<file path="src/rtl/cc_unit_pkg.sv">
// Shared LC-3b datapath types used by the condition-code logic.
package lc3b_types;

  typedef logic [15:0] lc3b_word;
  typedef logic [2:0]  lc3b_nzp;

  localparam lc3b_nzp CC_RESET = 3'b010;

endpackage

</file>
<file path="src/rtl/cc_unit_gencc.sv">
// Combinational NZP generator: exactly one of n/z/p is set for any word.
module gencc
  import lc3b_types::*;
(
  input  lc3b_word data_i,
  output lc3b_nzp  nzp_o
);

  logic n;
  logic z;

  assign n     = data_i[15];
  assign z     = (data_i == 16'h0000);
  assign nzp_o = {n, z, ~n & ~z};

endmodule

</file>
<file path="src/rtl/cc_unit.sv">
// Condition-code unit: CC register, in-flight CC-writer tracking, branch stall and bypass.
module cc_unit
  import lc3b_types::*;
#(
  parameter int MAX_PENDING = 3,
  parameter int CNT_W       = $clog2(MAX_PENDING + 1)
) (
  input  logic             clk,
  input  logic             reset,
  input  logic             cc_claim,
  input  logic             load_cc,
  input  lc3b_word         wb_data,
  input  logic             flush,
  input  logic [CNT_W-1:0] flush_squash,
  input  logic             br_req,
  output lc3b_nzp          cc_out,
  output lc3b_nzp          cc_fwd,
  output logic             cc_ready,
  output logic             br_stall,
  output logic [CNT_W-1:0] pending,
  output logic             cc_err
);

  // Two extra bits give headroom for both overshoot and a sign.
  localparam int CW = CNT_W + 2;
  localparam logic signed [CW-1:0] MAX_S  = CW'(MAX_PENDING);
  localparam logic signed [CW-1:0] ZERO_S = '0;

  lc3b_nzp          ccGen;
  lc3b_nzp          cc_q, cc_d;
  logic [CNT_W-1:0] pending_q, pending_d;
  logic             err_q, err_d;

  logic signed [CW-1:0] afterClaim, afterLoad, afterFlush, squashExt;
  logic                 claimOvf, loadUnf, squashErr;

  gencc u_gencc (
    .data_i (wb_data),
    .nzp_o  (ccGen)
  );

  // A claim in a flush cycle belongs to a squashed instruction and is dropped.
  always_comb begin
    afterClaim = {2'b00, pending_q} + {{(CW-1){1'b0}}, cc_claim & ~flush};
    afterLoad  = afterClaim - {{(CW-1){1'b0}}, load_cc};
    squashExt  = {2'b00, flush_squash};
    afterFlush = flush ? (afterLoad - squashExt) : afterLoad;

    claimOvf  = (afterClaim > MAX_S);
    loadUnf   = (afterLoad < ZERO_S);
    squashErr = flush & (afterLoad >= ZERO_S) & (squashExt > afterLoad);

    pending_d = afterFlush[CNT_W-1:0];
    if (afterFlush < ZERO_S) begin
      pending_d = '0;
    end else if (afterFlush > MAX_S) begin
      pending_d = MAX_S[CNT_W-1:0];
    end

    err_d = err_q | claimOvf | loadUnf | squashErr;
    cc_d  = load_cc ? ccGen : cc_q;
  end

  always_ff @(posedge clk) begin
    if (reset) begin
      cc_q      <= CC_RESET;
      pending_q <= '0;
      err_q     <= 1'b0;
    end else begin
      cc_q      <= cc_d;
      pending_q <= pending_d;
      err_q     <= err_d;
    end
  end

  // The last outstanding writer retiring this cycle resolves CC via the bypass.
  assign cc_ready = (pending_q == '0) | ((pending_q == CNT_W'(1)) & load_cc);
  assign br_stall = br_req & ~cc_ready;
  assign cc_fwd   = load_cc ? ccGen : cc_q;
  assign cc_out   = cc_q;
  assign pending  = pending_q;
  assign cc_err   = err_q;

endmodule

</file>
<file path="config.mk">
export PLATFORM = sky130hd
export DESIGN_NAME = cc_unit
export DESIGN_NICKNAME = d
export VERILOG_FILES = /design/src/rtl/cc_unit_pkg.sv /design/src/rtl/cc_unit_gencc.sv /design/src/rtl/cc_unit.sv
export SDC_FILE = /design/constraint.sdc
export NUM_CORES = 1
export LEC_CHECK = 0
export ABC_AREA = 1
export CORE_MARGIN = 3
export CORE_UTILIZATION = 37
export CTS_CLUSTER_DIAMETER = 150
export DETAILED_ROUTE_END_ITERATION = 16
export PLACE_DENSITY = 0.91
export SLEW_MARGIN = 10
export SYNTH_ARGS = -nofsm -noshare
export SYNTH_HDL_FRONTEND = slang
export SYNTH_SLANG_ARGS = --single-unit
</file>
<file path="constraint.sdc">
create_clock -name clk -period 6 [get_ports clk]
set_input_delay 1.2 -clock clk [delete_from_list [all_inputs] [get_ports clk]]
set_output_delay 1.2 -clock clk [all_outputs]
set_load 0.05 [all_outputs]
</file>
# After elaboration in Yosys (flattened, before gate mapping)
# Cells that the tools add are included.
# W data, S select, Z words.
# word_totals
reg_bits,6
ram_bits,0
romBits,0
latchBits,0
memories,0
elab_cells,33
# op_classes
n_bitwise,14
muxes,3
reduce_logical,3
magnitude_cmp,6
n_shift,0
div_mod_pow,0
mul,0
n_eq_ne,1
n_addsub,3
# op_table
operator,n
$logic_not A16 Y1,1
$lt A4 B1 Y1 const B,2
$and A1 B1 Y1,6
$ge A4 B1 Y1 const B,1
$gt A3 B4 Y1,1
$gt A4 B3 Y1 const B,1
$mux W4,1
$not A1 Y1,4
$or A1 B1 Y1,4
$sub A3 B1 Y4,1
$sub A4 B3 Y4,1
$add A2 B1 Y3,1
$gt A3 B2 Y1 const B,1
$mux W3,1
$eq A2 B1 Y1 const B,1
$logic_not A2 Y1,1
$mux W2,1
$reduce_or A2 Y1,1

# Longest topological paths before layout
# logic_depth
ltp_word,8
ltp_mapped,16

# By module
# Synthesis repeated with hierarchy kept, for this count alone.
# hier_totals
hier_cells,89
area_unflattened_um2,546.8
# modules_own_cells
mod,area_each_um2,seq_area_each_um2,cells_each,instances
cc_unit,467.9,120.1,71,1
gencc,78.8,0.0,18,1

# Worst setup path before layout
# Ideal clock, no wire load.
# synth_path
kind,input-to-output
from,in wb_data[15]
to,out cc_fwd[1]
slack_ns,2.207
required_ns,4.800
t_arrival_ns,2.593
path_buffers,0
path_stages,5
path_cell_list,nor2_1 nand2_1 nor2_1 nand2_1 o21ai_0
# synth_between
elab_chain_len,2
# synth_rtl
item,line_no,rtl
from (decl),cc_unit.sv:12,"input lc3b_word wb_data,"
$logic_not A16 Y1,cc_unit_gencc.sv:13,assign z = (data_i == 16'h0000);
$mux W3,cc_unit.sv:79,assign cc_fwd = load_cc ? ccGen : cc_q;
to (decl),cc_unit.sv:17,"output lc3b_nzp cc_fwd,"
# Every way passes these cells.

# Worst setup path in the final report
# Same ends and word-level chain as after synthesis.

==> out/qor.yml <==
routing:
  ant_nets: 0
  drt-total-wl_um: 1400
  wl_per_cell_um: 10.9
  via_per_inst: 4.68
  first_pass_iters: 4
  vias: 604
  drtIter0Drc: 10
  drc: 0
floorplanning:
  ioPinCount: 35
  initial_core_util: 0.432
  num_rows: 12
  fp.dieH_um: 43.5
  dieArea_um2: 1890
  coreArea_um2: 1200
  die_w_um: 43.5
synth:
  yosysSeqAreaShare: 0.231
  synth.area.top_cells: "dfxtp_1, ha_1, nor2_1, nand2_1, inv_1"
  synthArstFlopShare: 0
  yosys-top-cells-count: "nor2_1, nand2_1, inv_1"
  synth_seq_cells: 6
  syn_area_per_cell_um2: 6.66
  synth_warnings: 0
  synth_cells: 78
  synth_area_um2: 519
  synth_edf_count: 0
  synth_fp_nets: 110
  yosysTopAreaCell: "dfxtp_1"
  synth_top_area_frac: 0.231
  ys.flop_type: "dfxtp_1"
  synth.distinct_cells: 17
  yosysMostFrequentCell: "nor2_1"
worst_setup_path:
  cp_slowest_cell: "clkdlybuf4s50_1"
  r2r_cells: 11
  worstSetupEndpointType: "primary output"
  r2r_slack_ns: 3.78
  crit_required_ns: 4.80
  crit_arrival_ns: 3.00
  crit_path_max_fanout: 3
  crit_chain: "clkdlybuf4s50_1, nor2_1, nand2_1, nor2_1, nand2_1, o21ai_0, clkdlybuf4s50_1"
  reg2reg_to: "pending[1]$_SDFF_PP0_"
  rr_startpoint: "pending[0]$_SDFF_PP0_"
  crit_type: "in2out"
  crit_family: "buffers and inverters"
  crit_path_start_kind: "primary input"
  cpPeakStageDelay_ns: 0.83
  cp_num_buf_inv: 2
sta:
  setup_tns_ns: 0
  worst_slack_ns: 1.80
  worst_pin_slew_ns: 0.508
  grt_setup_unrepaired: "no"
  final_min_period_over_clock_period: 0.700
  final_max_slew_viol_count: 0
  clock-skew-final_ns: 0.00229
  max_freq_mhz: 238
  hold_ws_ns: 0.488
  timing.slew.headroom: 0.660
  fin_crit_ns: 4.20
  hold_viol: 0
  setup_viol: 0
finish:
  multi_input_comb_area_um2: 343
  drive_above_1_share: 0.0609
  stdcell_area_um2: 900
  syn_to_final_growth_pct: 73.3
  final_nets: 149
  seqCellArea_um2: 120
  final_cells: 129
  diodes: 0
  fill_cells: 95
place:
  pre_cts_ws_ns: 1.77
  dp_cells: 126
  gp_congestion: 0.742
  dpl.hpwl_um: 1250
  placed_cell_area_um2: 877
  numPortBuffers: 34
clock_tree:
  worst_setup_hold_path_clk_slew_ns: 0.05
  cts_hold_buf: 0
  clk_latency_ns: 0.26
  cts_tree: "yes"
  cts.path.max_buffers: 2
  ctsResizeCount: 0
  cts_root_buf: "clkbuf_4"
  h-tree-depth: 1
  cts_buffers: 3
  post_cts_buffers: 0
  clkSinkCount: 6
pwr:
  power_switching_mw: 0.168
  vdd_drop_max_uv: 300
  swShare: 0.503
  clkPwrFrac: 0.120
  seqPwrFrac: 0.174
  intPower_mw: 0.166
  power_density_nw_per_um2: 370
  leakagePower_nw: 0.423
  combPwrFrac: 0.707
global_route:
  grt_usage: 0.171
  grt_max_degree: 7
  antenna_found_initial: 0
  grt_pass1_vias: 607
  grt_pass1_wl_um: 2350
  gr-total-overflow: 0
min_path:
  hold_path_class: "reg2reg"
  holdCritStartpoint: "cc_out[2]$_SDFF_PP0_"
  min_to: "cc_out[2]$_SDFF_PP0_"
  min_path_cells: 2
run_status:
  status: "completed"
job:
  cap_violations: 0
-- cells in the final DEF (no fill, tap or decap), types with 2 or more instances in the layout --
cell type and n:
ha_1 7, clkbuf_4 3, o21ai_0 2, nand2_1 16, nor2_1 19, nand3_1 2, a21oi_1 3, inv_1 14
dfxtp_1 6, clkdlybuf4s50_1 34
-- power by group through the flow --
stage	clock network, mW	registers, mW	logic, mW
3_3_place_gp	0	0.0587	0.229
5_1_grt	0.0421	0.0596	0.258
3_5_place_dp	0	0.0586	0.237
2_1_floorplan	0	0.0931	0.129
4_1_cts	0.0405	0.0581	0.237
6_report	0.0399	0.0578	0.235
-- area by class of cell --
type	count	area share
Sequential cell	6	0.134
Multi-Input combinational cell	57	0.381
Timing Repair Buffer	34	0.378
Tap cell	14	0.0195
Clock buffer	3	0.0250
Inverter	15	0.0626
-- state kept, by name, indices dropped and copies added, names as in the netlist --
name and flops:
pending 2, cc_out 3, cc_err 1
-- metal layers --
metal,part of all wire,track usage
met1,0.36,0.144
met2,0.46,0.310
met3,0.15,0.0913
met4,0.024,0.108
met5,0,0
-- cells by family (layout without fill, tap and decap cells) --
family / after synthesis / count (layout) / synth area share
and+or+nand+nor: 39 / 39 / 0.311
buffers and inverters: 15 / 52 / 0.108
adders and majority gates: 8 / 8 / 0.207
AOI/OAI and AO/OA: 7 / 7 / 0.0747
DFF: 6 / 6 / 0.231
xor gates and xnor gates: 2 / 2 / 0.0482
muxes: 1 / 1 / 0.0193
-- worst max-delay path by stage --
| stage | startpoint | to | cells after the start |
|---|---|---|---|
| floorplan | wb_data[15] | cc_fwd[1] | 5 |
| CTS | wb_data[15] | cc_fwd[1] | 7 |
| detailed placement | wb_data[15] | cc_fwd[1] | 7 |
| global route | wb_data[15] | cc_fwd[1] | 7 |
| global placement | wb_data[15] | cc_fwd[1] | 7 |
| finish | wb_data[15] | cc_fwd[1] | 7 |
-- stage by stage --
stage	power, mW	utilization
4_1_cts	0.336	0.749
3_3_place_gp	0.287	0.730
6_report	0.333	0.749
3_5_place_dp	0.295	0.730
2_1_floorplan	0.222	-
5_1_grt	0.360	0.749
-- worst min-delay path, cell delays in order (launching register included) --
cell	delay [ns]
dfxtp_1	0.30
nand2_1	0.08
a21oi_1	0.06
(Power assumes the default switching activity.)
